===== config.mk =====
export PLATFORM = sky130hd
export DESIGN_NAME = fp_accumulator
export DESIGN_NICKNAME = d
export VERILOG_FILES = /design/src/rtl/fp_accumulator.sv
export SDC_FILE = /design/constraint.sdc
export NUM_CORES = 1
export LEC_CHECK = 0
export CAP_MARGIN = 40
export CELL_PAD_IN_SITES_DETAIL_PLACEMENT = 0
export CELL_PAD_IN_SITES_GLOBAL_PLACEMENT = 1
export CORE_ASPECT_RATIO = 0.5
export CORE_MARGIN = 8
export CORE_UTILIZATION = 46
export DETAILED_ROUTE_END_ITERATION = 16
export GPL_ROUTABILITY_DRIVEN = 0
export PLACE_DENSITY_LB_ADDON = 0.12
export SYNTH_ARGS = -nofsm -noshare
export SYNTH_HDL_FRONTEND = slang
export SYNTH_SLANG_ARGS = --single-unit

===== constraint.sdc =====
create_clock -name clk -period 9.3 [get_ports clk]
set_input_delay 1.395 -clock clk [delete_from_list [all_inputs] [get_ports clk]]
set_output_delay 1.395 -clock clk [all_outputs]
set_load 0.01 [all_outputs]

===== src/rtl/fp_accumulator.sv =====
// fp_accumulator: sums an in_last-terminated stream of IEEE-754 singles, presents the sum, then self-clears.
// Latency: 4 cycles per operand (IDLE->ALIGN->ADD->NORM); the sum is in OUT the cycle after the last NORM.
// Backpressure: in_ready low while busy or holding a result; out_data held stable until out_ready.
// Optional feature macro FP_ACC_RNE_EN: round-to-nearest-even (undefined: truncate toward zero).
module fp_accumulator #(
  parameter int GUARD_BITS = 3  // guard, round, sticky below the 24-bit significand (must be >= 3)
) (
  input  logic        clk,
  input  logic        rst,
  input  logic        in_valid,
  output logic        in_ready,
  input  logic [31:0] in_data,
  input  logic        in_last,
  output logic        out_valid,
  input  logic        out_ready,
  output logic [31:0] out_data
);

  localparam int SW = 24 + GUARD_BITS;   // aligned significand width
  localparam int LW = $clog2(SW + 1);    // leading-one position width
  localparam logic [31:0] QNAN = 32'h7FC00000;

  typedef enum logic [2:0] {S_IDLE, S_ALIGN, S_ADD, S_NORM, S_OUT} state_t;

  state_t        state_q;
  logic          in_ready_q, out_valid_q;
  logic [31:0]   out_data_q, acc_q, op_q;
  logic          last_q, nan_q;
  logic          big_sign_q, eff_sub_q;
  logic [7:0]    big_exp_q;
  logic [SW-1:0] big_sig_q, small_sig_q;
  logic [SW:0]   sum_q;

  // Next-state values computed from the current registers
  logic          big_sign_d, eff_sub_d;
  logic [7:0]    big_exp_d;
  logic [SW-1:0] big_sig_d, small_sig_d;
  logic [SW:0]   sum_d;
  logic [31:0]   res_d;

  // ALIGN helpers
  logic          a_zero, b_zero, a_big, sm_sticky;
  logic [30:0]   a_mag, b_mag;
  logic [SW-1:0] a_sig, b_sig, sm_sig;
  logic [7:0]    sm_exp, exp_diff;

  // NORM helpers
  logic [LW-1:0]     lead_pos, lz;
  logic [SW-1:0]     norm_m;
  logic signed [9:0] exp_n;
  logic [24:0]       mant;
  logic              g_bit, r_bit, s_bit, round_up;

  assign in_ready  = in_ready_q;
  assign out_valid = out_valid_q;
  assign out_data  = out_data_q;

  // Alignment: pick the larger magnitude, shift the smaller right and jam lost bits into the LSB
  always_comb begin
    a_zero     = (acc_q[30:23] == 8'd0);
    b_zero     = (op_q[30:23] == 8'd0);
    a_mag      = a_zero ? 31'd0 : acc_q[30:0];
    b_mag      = b_zero ? 31'd0 : op_q[30:0];
    a_sig      = a_zero ? '0 : {1'b1, acc_q[22:0], {GUARD_BITS{1'b0}}};
    b_sig      = b_zero ? '0 : {1'b1, op_q[22:0], {GUARD_BITS{1'b0}}};
    a_big      = (a_mag >= b_mag);
    big_sign_d = a_big ? acc_q[31] : op_q[31];
    big_exp_d  = a_big ? acc_q[30:23] : op_q[30:23];
    big_sig_d  = a_big ? a_sig : b_sig;
    sm_exp     = a_big ? op_q[30:23] : acc_q[30:23];
    sm_sig     = a_big ? b_sig : a_sig;
    eff_sub_d  = acc_q[31] ^ op_q[31];
    exp_diff   = big_exp_d - sm_exp;
    if (exp_diff > 8'(SW - 1)) begin
      // everything shifts out: the smaller operand survives only as sticky
      small_sig_d = '0;
      sm_sticky   = |sm_sig;
    end else begin
      small_sig_d = sm_sig >> exp_diff;
      sm_sticky   = |(sm_sig & ~({SW{1'b1}} << exp_diff));
    end
    small_sig_d[0] = small_sig_d[0] | sm_sticky;
  end

  // Significand add/subtract; the smaller magnitude is always the subtrahend
  always_comb begin
    sum_d = eff_sub_q ? ({1'b0, big_sig_q} - {1'b0, small_sig_q})
                      : ({1'b0, big_sig_q} + {1'b0, small_sig_q});
  end

  // Normalise, round, then apply the zero/flush/overflow rules
  always_comb begin
    lead_pos = '0;
    for (int i = 0; i < SW; i++) begin
      if (sum_q[i]) lead_pos = LW'(i);
    end
    lz    = LW'(SW - 1) - lead_pos;
    exp_n = $signed({2'b00, big_exp_q});
    if (sum_q[SW]) begin
      // carry-out: shift right by one, keeping the dropped bit as sticky
      norm_m = sum_q[SW:1] | {{(SW-1){1'b0}}, sum_q[0]};
      exp_n  = exp_n + 10'sd1;
    end else begin
      norm_m = sum_q[SW-1:0] << lz;
      exp_n  = exp_n - $signed(10'(lz));
    end
    mant  = {1'b0, norm_m[SW-1:GUARD_BITS]};
    g_bit = norm_m[GUARD_BITS-1];
    r_bit = norm_m[GUARD_BITS-2];
    s_bit = |norm_m[GUARD_BITS-3:0];
`ifdef FP_ACC_RNE_EN
    round_up = g_bit & (r_bit | s_bit | norm_m[GUARD_BITS]);
`else
    // truncation: guard/round/sticky are dropped
    round_up = 1'b0 & (g_bit | r_bit | s_bit);
`endif
    mant = mant + 25'(round_up);
    if (mant[24]) begin
      // rounding carried past the hidden bit: renormalise in place
      mant  = mant >> 1;
      exp_n = exp_n + 10'sd1;
    end
    // no hidden bit means the sum cancelled to zero
    if (!mant[23] || exp_n <= 10'sd0) begin
      res_d = 32'h0;
    end else if (exp_n >= 10'sd255) begin
      res_d = {big_sign_q, 8'hFF, 23'h0};
    end else begin
      res_d = {big_sign_q, exp_n[7:0], mant[22:0]};
    end
  end

  // Control FSM and all datapath registers
  always_ff @(posedge clk) begin
    if (rst) begin
      state_q     <= S_IDLE;
      in_ready_q  <= 1'b1;
      out_valid_q <= 1'b0;
      out_data_q  <= 32'h0;
      acc_q       <= 32'h0;
      op_q        <= 32'h0;
      last_q      <= 1'b0;
      nan_q       <= 1'b0;
      big_sign_q  <= 1'b0;
      eff_sub_q   <= 1'b0;
      big_exp_q   <= 8'h0;
      big_sig_q   <= '0;
      small_sig_q <= '0;
      sum_q       <= '0;
    end else begin
      case (state_q)
        S_IDLE: begin
          if (in_valid && in_ready_q) begin
            op_q       <= in_data;
            last_q     <= in_last;
            in_ready_q <= 1'b0;
            if (in_data[30:23] == 8'hFF && in_data[22:0] != 23'd0) nan_q <= 1'b1;
            state_q    <= S_ALIGN;
          end
        end
        S_ALIGN: begin
          big_sign_q  <= big_sign_d;
          big_exp_q   <= big_exp_d;
          big_sig_q   <= big_sig_d;
          small_sig_q <= small_sig_d;
          eff_sub_q   <= eff_sub_d;
          state_q     <= S_ADD;
        end
        S_ADD: begin
          sum_q   <= sum_d;
          state_q <= S_NORM;
        end
        S_NORM: begin
          acc_q <= res_d;
          if (last_q) begin
            out_data_q  <= nan_q ? QNAN : res_d;
            out_valid_q <= 1'b1;
            state_q     <= S_OUT;
          end else begin
            in_ready_q <= 1'b1;
            state_q    <= S_IDLE;
          end
        end
        S_OUT: begin
          if (out_ready) begin
            out_valid_q <= 1'b0;
            acc_q       <= 32'h0;
            nan_q       <= 1'b0;
            last_q      <= 1'b0;
            in_ready_q  <= 1'b1;
            state_q     <= S_IDLE;
          end
        end
        default: begin
          state_q    <= S_IDLE;
          in_ready_q <= 1'b1;
        end
      endcase
    end
  end

endmodule


* Word level (Yosys, flattened, before mapping)
Index checks and enable logic that the tools add are counted.
** Storage, ports and cells
- Logic and storage cells :: 125
- Output and inout port bits :: 34
- ROM bits :: 0
- Register bits :: 195
- Bits in latches :: 0
- Memory bits (writable) :: 0
- Memories :: 0
** Cells by class
- Reductions and logical operators :: 21
- Equality and inequality tests :: 10
- Shift operators :: 3
- Bitwise logic cells :: 6
- Multipliers :: 0
- Div/mod/pow operators :: 0
- Add/subtract/negate cells :: 6
- Mux-type cells :: 61
- $lt $le $gt $ge :: 4
** Operators with widths (number)
- $mux 27 :: 6
- $mux 5 :: 25
- $mux 32 :: 3
- $mux 31 :: 3
- $pmux 32 s2 :: 1
- $reduce_or 27->1 :: 2
- $ge 31x31->1 :: 1
- $add 27x27->28 :: 1
- $mux 28 :: 1
- $sub 27x27->28 :: 1
- $and 27x27->27 :: 1
- $not 27->27 :: 1
- $or 27x1->27 :: 1
- $shl 27x5->27 :: 1
- $shl 27x8->27 const A :: 1
- $shr 27x8->27 :: 1
- $reduce_bool 23->1 :: 1
- $logic_not 8->1 :: 2
- $mux 8 :: 2
- $pmux 3 s5 :: 1
- $mux 1 :: 11
- $ge 10x9->1 const B :: 1
- $le 10x1->1 const B :: 1
- $mux 10 :: 1
- 25 further kinds :: 41

* Longest topological paths before layout
Gate-level depths: netlist (run 1).
- Depth after elaboration :: 33
- Gate-level depth with buffers :: 35

* Worst setup path after synthesis (run 1)
OpenSTA, ideal clock, no wires.
- Kind :: reg2reg
- From :: register op_q[24]
- To :: register small_sig_q[0]
- Path buffers :: 9
- Library setup time :: 0.123 ns
- Period minus slack after synthesis :: 7.027 ns
- Stages on the path, launching flop included :: 33
- Arrival :: 6.904 ns
- Required time :: 9.177 ns
- Setup slack :: 2.273 ns
- Cells stage by stage :: dfxtp_1 > clkbuf_1 > nor4_1 > nand2_1 > clkbuf_1 > clkbuf_1 > nand2_1 > ha_1 > a21oi_1 > o21ai_0 > a221oi_2 > a21oi_4 > nor2_1 > buf_2 > buf_2 > buf_1 > clkbuf_1 > buf_1 > nor2_1 > a21oi_1 > ha_1 > or3_1 > a22oi_1 > a31o_2 > nor3_1 > clkbuf_1 > nor3_1 > o221ai_1 > o2111ai_1 > a2111oi_0 > nand4b_1 > nor4_1 > o21ai_1
** On the way
- Cells in the longest elaborated chain, start to end :: 11
- Elaborated cells between the ends (all ways) :: 18
** RTL lines
- from (decl) :: line 27 : logic [31:0] out_data_q, acc_q, op_q;
- from (signal assigned) :: line 154 : op_q <= in_data;
- $logic_not 8->1 :: line 61 : b_zero = (op_q[30:23] == 8'd0);
- $mux 31 :: line 63 : b_mag = b_zero ? 31'd0 : op_q[30:0];
- $ge 31x31->1 :: line 66 : a_big = (a_mag >= b_mag);
- $mux 8 (on tied branches) :: line 68, 70
- $sub 8x8->8 :: line 73 : exp_diff = big_exp_d - sm_exp;
- $shl 27x8->27 :: line 80 : sm_sticky = |(sm_sig & ~({SW{1'b1}} << exp_diff));
- $not 27->27 :: line 80
- $and 27x27->27 :: line 80
- $reduce_or 27->1 :: line 80
- $mux 1 :: line 74 : if (exp_diff > 8'(SW - 1)) begin
- $or 1x1->1 * :: line 82 : small_sig_d[0] = small_sig_d[0] | sm_sticky;
- to (signal assigned) :: line 165 : small_sig_q <= small_sig_d;
- to (decl) :: line 31 : logic [SW-1:0] big_sig_q, small_sig_q;
Every way passes the cells marked *; elsewhere a longest branch is shown, timed or not.
A chain may end at the register's enable or synchronous reset.

* Final worst setup path (run 1)
- From :: register op_q[24]
- To :: register small_sig_q[1]
** On the way
- Cells in the longest elaborated chain, start to end :: 7
- Elaborated cells between the ends (all ways) :: 11
** RTL lines (line)
- $logic_not 8->1 :: 61
- $mux 31 :: 63
- $ge 31x31->1 :: 66
- $mux 8 (on tied branches) :: 68, 70
- $sub 8x8->8 :: 73
- $shr 27x8->27 / $gt 8x5->1 (equally long branches) :: 79, 74
- $mux 27 * :: 74
Marks and branches as above.

==> results.py, run 1 <==
metrics = {
    "sta": {
        "finalCriticalPeriod_ns": 7.17,
        "fin_setup_tns_ns": 0,
        "fin_ws_ns": 2.13,
        "setup_viol": 0,
        "worst_hold_slack_ns": 0.452,
        "tightest_slew_ns": 0.852,
        "finClkSkew_ns": 0.0145,
        "fin_crit_sh": 0.771,
        "rsz0062_at_grt": "no",
        "fmax_mhz": 140,
        "slew_headroom": 0.429,
        "final_max_slew_viol_count": 0,
        "finalHoldViolCount": 0,
    },
    "critical_path": {
        "end_kind": "register",
        "ff2ff_path_depth": 28,
        "reg2reg_to": "small_sig_q[1]$_SDFFE_PP0P_",
        "cp_slowest_stage_delay_ns": 0.59,
        "worstReg2RegStart": "op_q[24]$_SDFFE_PP0P_",
        "critical_path.max_fanout": 33,
        "crit_slowest_cell": "dfxtp_1",
        "cp.arrival_ns": 7.56,
        "critPathRequiredTime_ns": 9.69,
        "worstSetupStartpointType": "register",
        "cpMostUsedCell": "a21oi_1",
        "regToRegSetupSlack_ns": 2.13,
        "criticalPathCategory": "reg -> reg",
    },
    "clock_network": {
        "h-tree-depth": 4,
        "cts_sinks": 192,
        "clk_pin_slew_ns": 0.08,
        "postCtsHoldBufs": 0,
        "cts_setup_buffers": 0,
        "cts_buffers": 17,
        "root_buffer": "clkbuf_16",
        "clock_latency_ns": 0.46,
        "cts_tree": "yes",
        "cts_resized": 0,
        "ctsLongestPathBuffers": 2,
    },
    "floorplan": {
        "core-area_um2": 31900,
        "ioPinCount": 71,
        "rows": 46,
        "initial_utilization": 0.471,
        "fp.dieW_um": 272,
        "dieArea_um2": 39100,
        "die_h_um": 144,
    },
    "yosys": {
        "syn-cell-area_um2": 15100,
        "yosysMostFrequentCell": "nand2_1",
        "synth_area_leaders": "dfxtp_1 26%, nand2_1 8.2%, a21oi_1 6.6%",
        "synth_top_cell_area_share": 0.255,
        "synth_edf_count": 0,
        "syn_nets": 2182,
        "synthTopCellsByCount": "328 x nand2_1, 238 x nor2_1, 198 x a21oi_1, 192 x dfxtp_1, 134 x clkbuf_1",
        "ys_seq_area_frac": 0.255,
        "ys_warn_count": 0,
        "yosysUniqueCellTypes": 92,
        "syn_inst": 2082,
        "synth_area_leader_cell": "dfxtp_1",
        "synth_ff_type": "dfxtp_1",
        "async_reset_ff_frac": 0,
        "syn_avg_cell_area_um2": 7.23,
        "ys_seq_elements": 192,
    },
    "grt": {
        "grt_pass1_vias": 13555,
        "globalRouteOverflowTotal": 0,
        "groute.usage.overall": 0.262,
        "grt_pass1_wl_um": 80700,
        "grt_start_max_net_pins": 80,
        "grt_antenna_before_repair": 0,
    },
    "detailed_routing": {
        "postRouteAntennaNets": 0,
        "wl_per_cell_um": 21.3,
        "wl_um": 52800,
        "vias": 15436,
        "drt_iter0_markers": 1743,
        "drc": 0,
        "drt_first_pass_iters": 6,
        "via_per_inst": 6.22,
    },
    "hold_path": {
        "min_path_cells": 2,
        "min_path_type": "reg -> reg",
        "hold_path.startpoint": "out_data[14]$_SDFFE_PP0P_",
        "whs_endpoint": "out_data[14]$_SDFFE_PP0P_",
    },
    "layout": {
        "nFillCells": 3231,
        "area_delta_synth_final_pct": 10.4,
        "drive_above_1_share": 0.0625,
        "nets": 2135,
        "postLayoutCoreUtil": 0.521,
        "antenna_cells": 0,
    },
    "outcome": {
        "status": "finished clean",
    },
    "placement": {
        "hpwl_um": 40600,
        "preCtsSetupSlack_ns": 2.31,
        "io_buffer_count": 70,
    },
    "job": {
        "max-cap-violations": 0,
    },
}
[layout by cell type, fill, tap and decap left out, drive strengths merged, types with 48 or more instances in the layout]
cell and n:
ha 62, a21oi 200, clkdlybuf4s50 69, nand3 48, mux2i 59, inv 50, dfxtp 192, nor2 238
o21ai 105, nand2 328, nor3 58
[worst max-delay path, delay by kind of cell, from the launching register on]
kind                       cells  cell delay (ns)
AOI/OAI and AO/OA             13             2.59
and+or+nand+nor               10             2.58
buffers and inverters          3             0.75
adders and majority gates      2             0.59
DFF                            1             0.59
[kinds of logic after synthesis]
group	Yosys count	synth area share
fa+ha+maj	65	0.0543
xor+xnor	56	0.0326
flops	192	0.255
buf+inv	211	0.0555
mux	88	0.0714
simple gates	867	0.265
compound gates	603	0.266
[worst max path at each step]
| stage | to | from | slack (ns) |
|---|---|---|---|
| CTS | small_sig_q[1]$_SDFFE_PP0P_ | op_q[24]$_SDFFE_PP0P_ | 2.28 |
| detailed placement | small_sig_q[17]$_SDFFE_PP0P_ | op_q[24]$_SDFFE_PP0P_ | 2.31 |
| floorplan | small_sig_q[0]$_SDFFE_PP0P_ | op_q[24]$_SDFFE_PP0P_ | 2.27 |
| global placement | small_sig_q[0]$_SDFFE_PP0P_ | acc_q[24]$_SDFFE_PP0P_ | 1.77 |
| finish | small_sig_q[1]$_SDFFE_PP0P_ | op_q[24]$_SDFFE_PP0P_ | 2.13 |
| global route | small_sig_q[17]$_SDFFE_PP0P_ | op_q[24]$_SDFFE_PP0P_ | 1.71 |
[flip-flops by register name, summed over array words and instances, names as in the netlist, 3 cells and up]
register / cells
acc_q: 32
big_exp_q: 8
big_sig_q: 24
op_q: 32
out_data: 32
small_sig_q: 27
state_q: 3
sum_q: 28
[through the flow]
| step | std cells | area [µm²] |
|---|---|---|
| after floorplan | 2082 | 15100 |
| after global placement | 2439 | 15800 |
| after detailed placement | 2447 | 16000 |
| after CTS | 2479 | 16600 |
| after global routing | 2480 | 16600 |
| final | 2480 | 16600 |
[final cells by class]
type                    instances  area, µm²  share of cell area
inverters                      45        169              0.0102
multi-input cells            1679      10400               0.626
clock inverters                14        223              0.0134
well taps                     432        541              0.0325
flip-flops and latches        192       3840               0.231
repair buffers                100       1010              0.0607
clock buffers                  18        429              0.0258
[layer usage]
metal,wire [µm],track usage
met1,26300,0.401
met2,19900,0.350
met3,5640,0.0751
met4,926,0.0600
met5,0,0
Power of run 1 is not shown: default switching activity piles up to over one toggle a cycle in this logic, so the estimate is an artifact.
==> inputs of run 2 (changes only) <==
--- a/config.mk
+++ b/config.mk
@@ -10,7 +10,7 @@
 export CELL_PAD_IN_SITES_GLOBAL_PLACEMENT = 1
 export CORE_ASPECT_RATIO = 0.5
 export CORE_MARGIN = 8
-export CORE_UTILIZATION = 46
+export CORE_UTILIZATION = 41
 export DETAILED_ROUTE_END_ITERATION = 16
 export GPL_ROUTABILITY_DRIVEN = 0
 export PLACE_DENSITY_LB_ADDON = 0.12
==> constraint.sdc (replaced) <==
create_clock -name clk -period 6.1 [get_ports clk]
set_input_delay 0.915 -clock clk [delete_from_list [all_inputs] [get_ports clk]]
set_output_delay 0.915 -clock clk [all_outputs]
set_load 0.01 [all_outputs]
==> run 2 against run 1 <==
Routed wire length increased by 5.8%. First-iteration DRC count increased by 13%. Final cell count up 4.1%. Sequential share of layout area decreased by 0.57 points. Cell area is 2.5% higher. Hold slack hardly changed. Fmax rose by 24%. Core utilization decreased by 4.8 points. Clock skew down 0.0024 ns. Non-clock buffer count grew 49. Critical endpoint is now small_sig_q[0]$_SDFFE_PP0P_. Highest routed layer unchanged.
==> results.py, run 2 (synthesis gave the netlist of run 1 again) <==
metrics = {
    "outcome": {
        "status": "finished clean",
    },
    "placement": {
        "hpwl_um": 43300,
        "dp.cells": 2538,
        "io_buffer_count": 70,
    },
    "hold_path": {
        "min_path_cells": 2,
        "hold_path.startpoint": "out_data[7]$_SDFFE_PP0P_",
        "min_path_type": "reg -> reg",
        "whs_endpoint": "out_data[7]$_SDFFE_PP0P_",
    },
    "layout": {
        "layout_common_cells": "326 x nand2_1, 237 x nor2_1, 196 x a21oi_1",
        "drive_above_1_share": 0.0882,
        "layout_commonest_cell": "nand2_1",
        "nets": 2184,
        "fin_cells": 2581,
        "area_delta_synth_final_pct": 13.2,
        "antenna_cells": 0,
    },
    "sta": {
        "setup_viol": 0,
        "slew_headroom": 0.351,
        "fmax_mhz": 173,
        "final_max_slew_viol_count": 0,
        "finalHoldViolCount": 0,
        "fin_crit_sh": 0.947,
        "worst_hold_slack_ns": 0.452,
        "finClkSkew_ns": 0.0121,
        "tightest_slew_ns": 0.968,
        "finalCriticalPeriod_ns": 5.77,
    },
    "clock_network": {
        "root_buffer": "clkbuf_16",
        "cts_tree": "yes",
        "h-tree-depth": 4,
        "clk_pin_slew_ns": 0.08,
        "cts_buffers": 17,
        "ctsLongestPathBuffers": 2,
        "cts_sinks": 192,
        "postCtsHoldBufs": 0,
        "clock_latency_ns": 0.46,
    },
    "detailed_routing": {
        "vias": 15555,
        "drt_iter0_markers": 1961,
        "via_per_inst": 6.03,
        "wl_per_cell_um": 21.6,
        "wl_um": 55900,
        "drt_first_pass_iters": 7,
        "drc": 0,
        "postRouteAntennaNets": 0,
    },
    "floorplan": {
        "fp.dieW_um": 287,
        "rows": 49,
        "die_h_um": 151,
        "initial_utilization": 0.418,
        "dieArea_um2": 43500,
        "ioPinCount": 71,
        "core-area_um2": 36000,
    },
    "grt": {
        "busiest_layer": "met1",
        "globalRouteOverflowTotal": 0,
        "grt_pass1_wl_um": 85800,
        "groute.usage.overall": 0.252,
        "grt_start_max_net_pins": 72,
        "use_met3": 0.0578,
        "grt_antenna_before_repair": 1,
        "grtUsageMet2": 0.328,
        "grt_util_met1": 0.397,
        "grt_pass1_vias": 13757,
    },
    "critical_path": {
        "criticalPathCategory": "reg -> reg",
        "regToRegSetupSlack_ns": 0.33,
        "reg2reg_to": "small_sig_q[0]$_SDFFE_PP0P_",
        "end_kind": "register",
        "critPathRequiredTime_ns": 6.44,
        "worstReg2RegStart": "acc_q[23]$_SDFFE_PP0P_",
        "ff2ff_path_depth": 24,
        "worstSetupStartpointType": "register",
        "cp-startpoint": "acc_q[23]$_SDFFE_PP0P_",
        "critical_path.max_fanout": 28,
        "cp.arrival_ns": 6.11,
    },
    "job": {
        "max-cap-violations": 0,
    },
}
run 2: per-layer routing:
metal  vias to the layer above  share of wire  routed length [µm]
met4                         0          0.022                1250
met5                         -              0                   0
li1                       7566              -                   -
met2                       616           0.37               20900
met3                        76          0.092                5130
met1                      7297           0.51               28500
run 2: repair_timing:
| item | 4_1_cts | 5_1_grt |
|---|---|---|
| gates resized for setup | 0 | 8 |
| setup endpoints to repair | 0 | 84 |
| setup buffers | 0 | 8 |
run 2: critical path, cell delays in order (launching register included):
cell and delay, ns:
dfxtp_1 0.31, nor4_1 0.31, nand2_1 0.15, buf_12 0.19, and2_1 0.18, ha_1 0.32, a211o_1 0.34, o311ai_4 0.41
a21oi_4 0.11, nor2_4 0.12, nor2_1 0.06, a21oi_1 0.13, ha_2 0.25, or3_1 0.16, a22oi_1 0.08, a31o_2 0.24
or3_1 0.41, a21oi_2 0.27, o221ai_1 0.18, nor3_1 0.21, o22ai_1 0.11, a2111oi_1 0.46, nand4b_1 0.16, nor4_1 0.37
o21ai_1 0.13
run 2: cell type report:
cell class | instances | area [µm²]
Clock buffer | 19 | 453
Sequential cell | 192 | 3840
Fill cell | 3706 | 19000
Inverter | 45 | 169
Clock inverter | 13 | 120
Multi-Input combinational cell | 1679 | 10500
Timing Repair Buffer | 149 | 1370
Tap cell | 484 | 606
run 2: worst max-delay path by stage:
| stage | slack (ns) | to | cells after the start |
|---|---|---|---|
| after floorplan | -0.0008 | small_sig_q[0]$_SDFFE_PP0P_ | 31 |
| after detailed placement | 0.13 | small_sig_q[0]$_SDFFE_PP0P_ | 27 |
| final | 0.33 | small_sig_q[0]$_SDFFE_PP0P_ | 24 |
| after global placement | 0.24 | small_sig_q[0]$_SDFFE_PP0P_ | 27 |
| after global routing | -0.02 | small_sig_q[0]$_SDFFE_PP0P_ | 27 |
| after CTS | 0.11 | small_sig_q[0]$_SDFFE_PP0P_ | 27 |
run 2: per-stage QoR:
stage | util | instance area (µm²) | worst slack (ns) | setup TNS [ns]
floorplan | - | 15100 | -0.000788 | -0.000788
CTS | 0.469 | 16900 | 0.105 | 0
detailed placement | 0.453 | 16300 | 0.130 | 0
global placement | 0.452 | 16300 | 0.244 | 0
finish | 0.473 | 17000 | 0.326 | 0
global route | 0.473 | 17000 | -0.0156 | -0.0156
Power of run 2 is left out for the same reason.
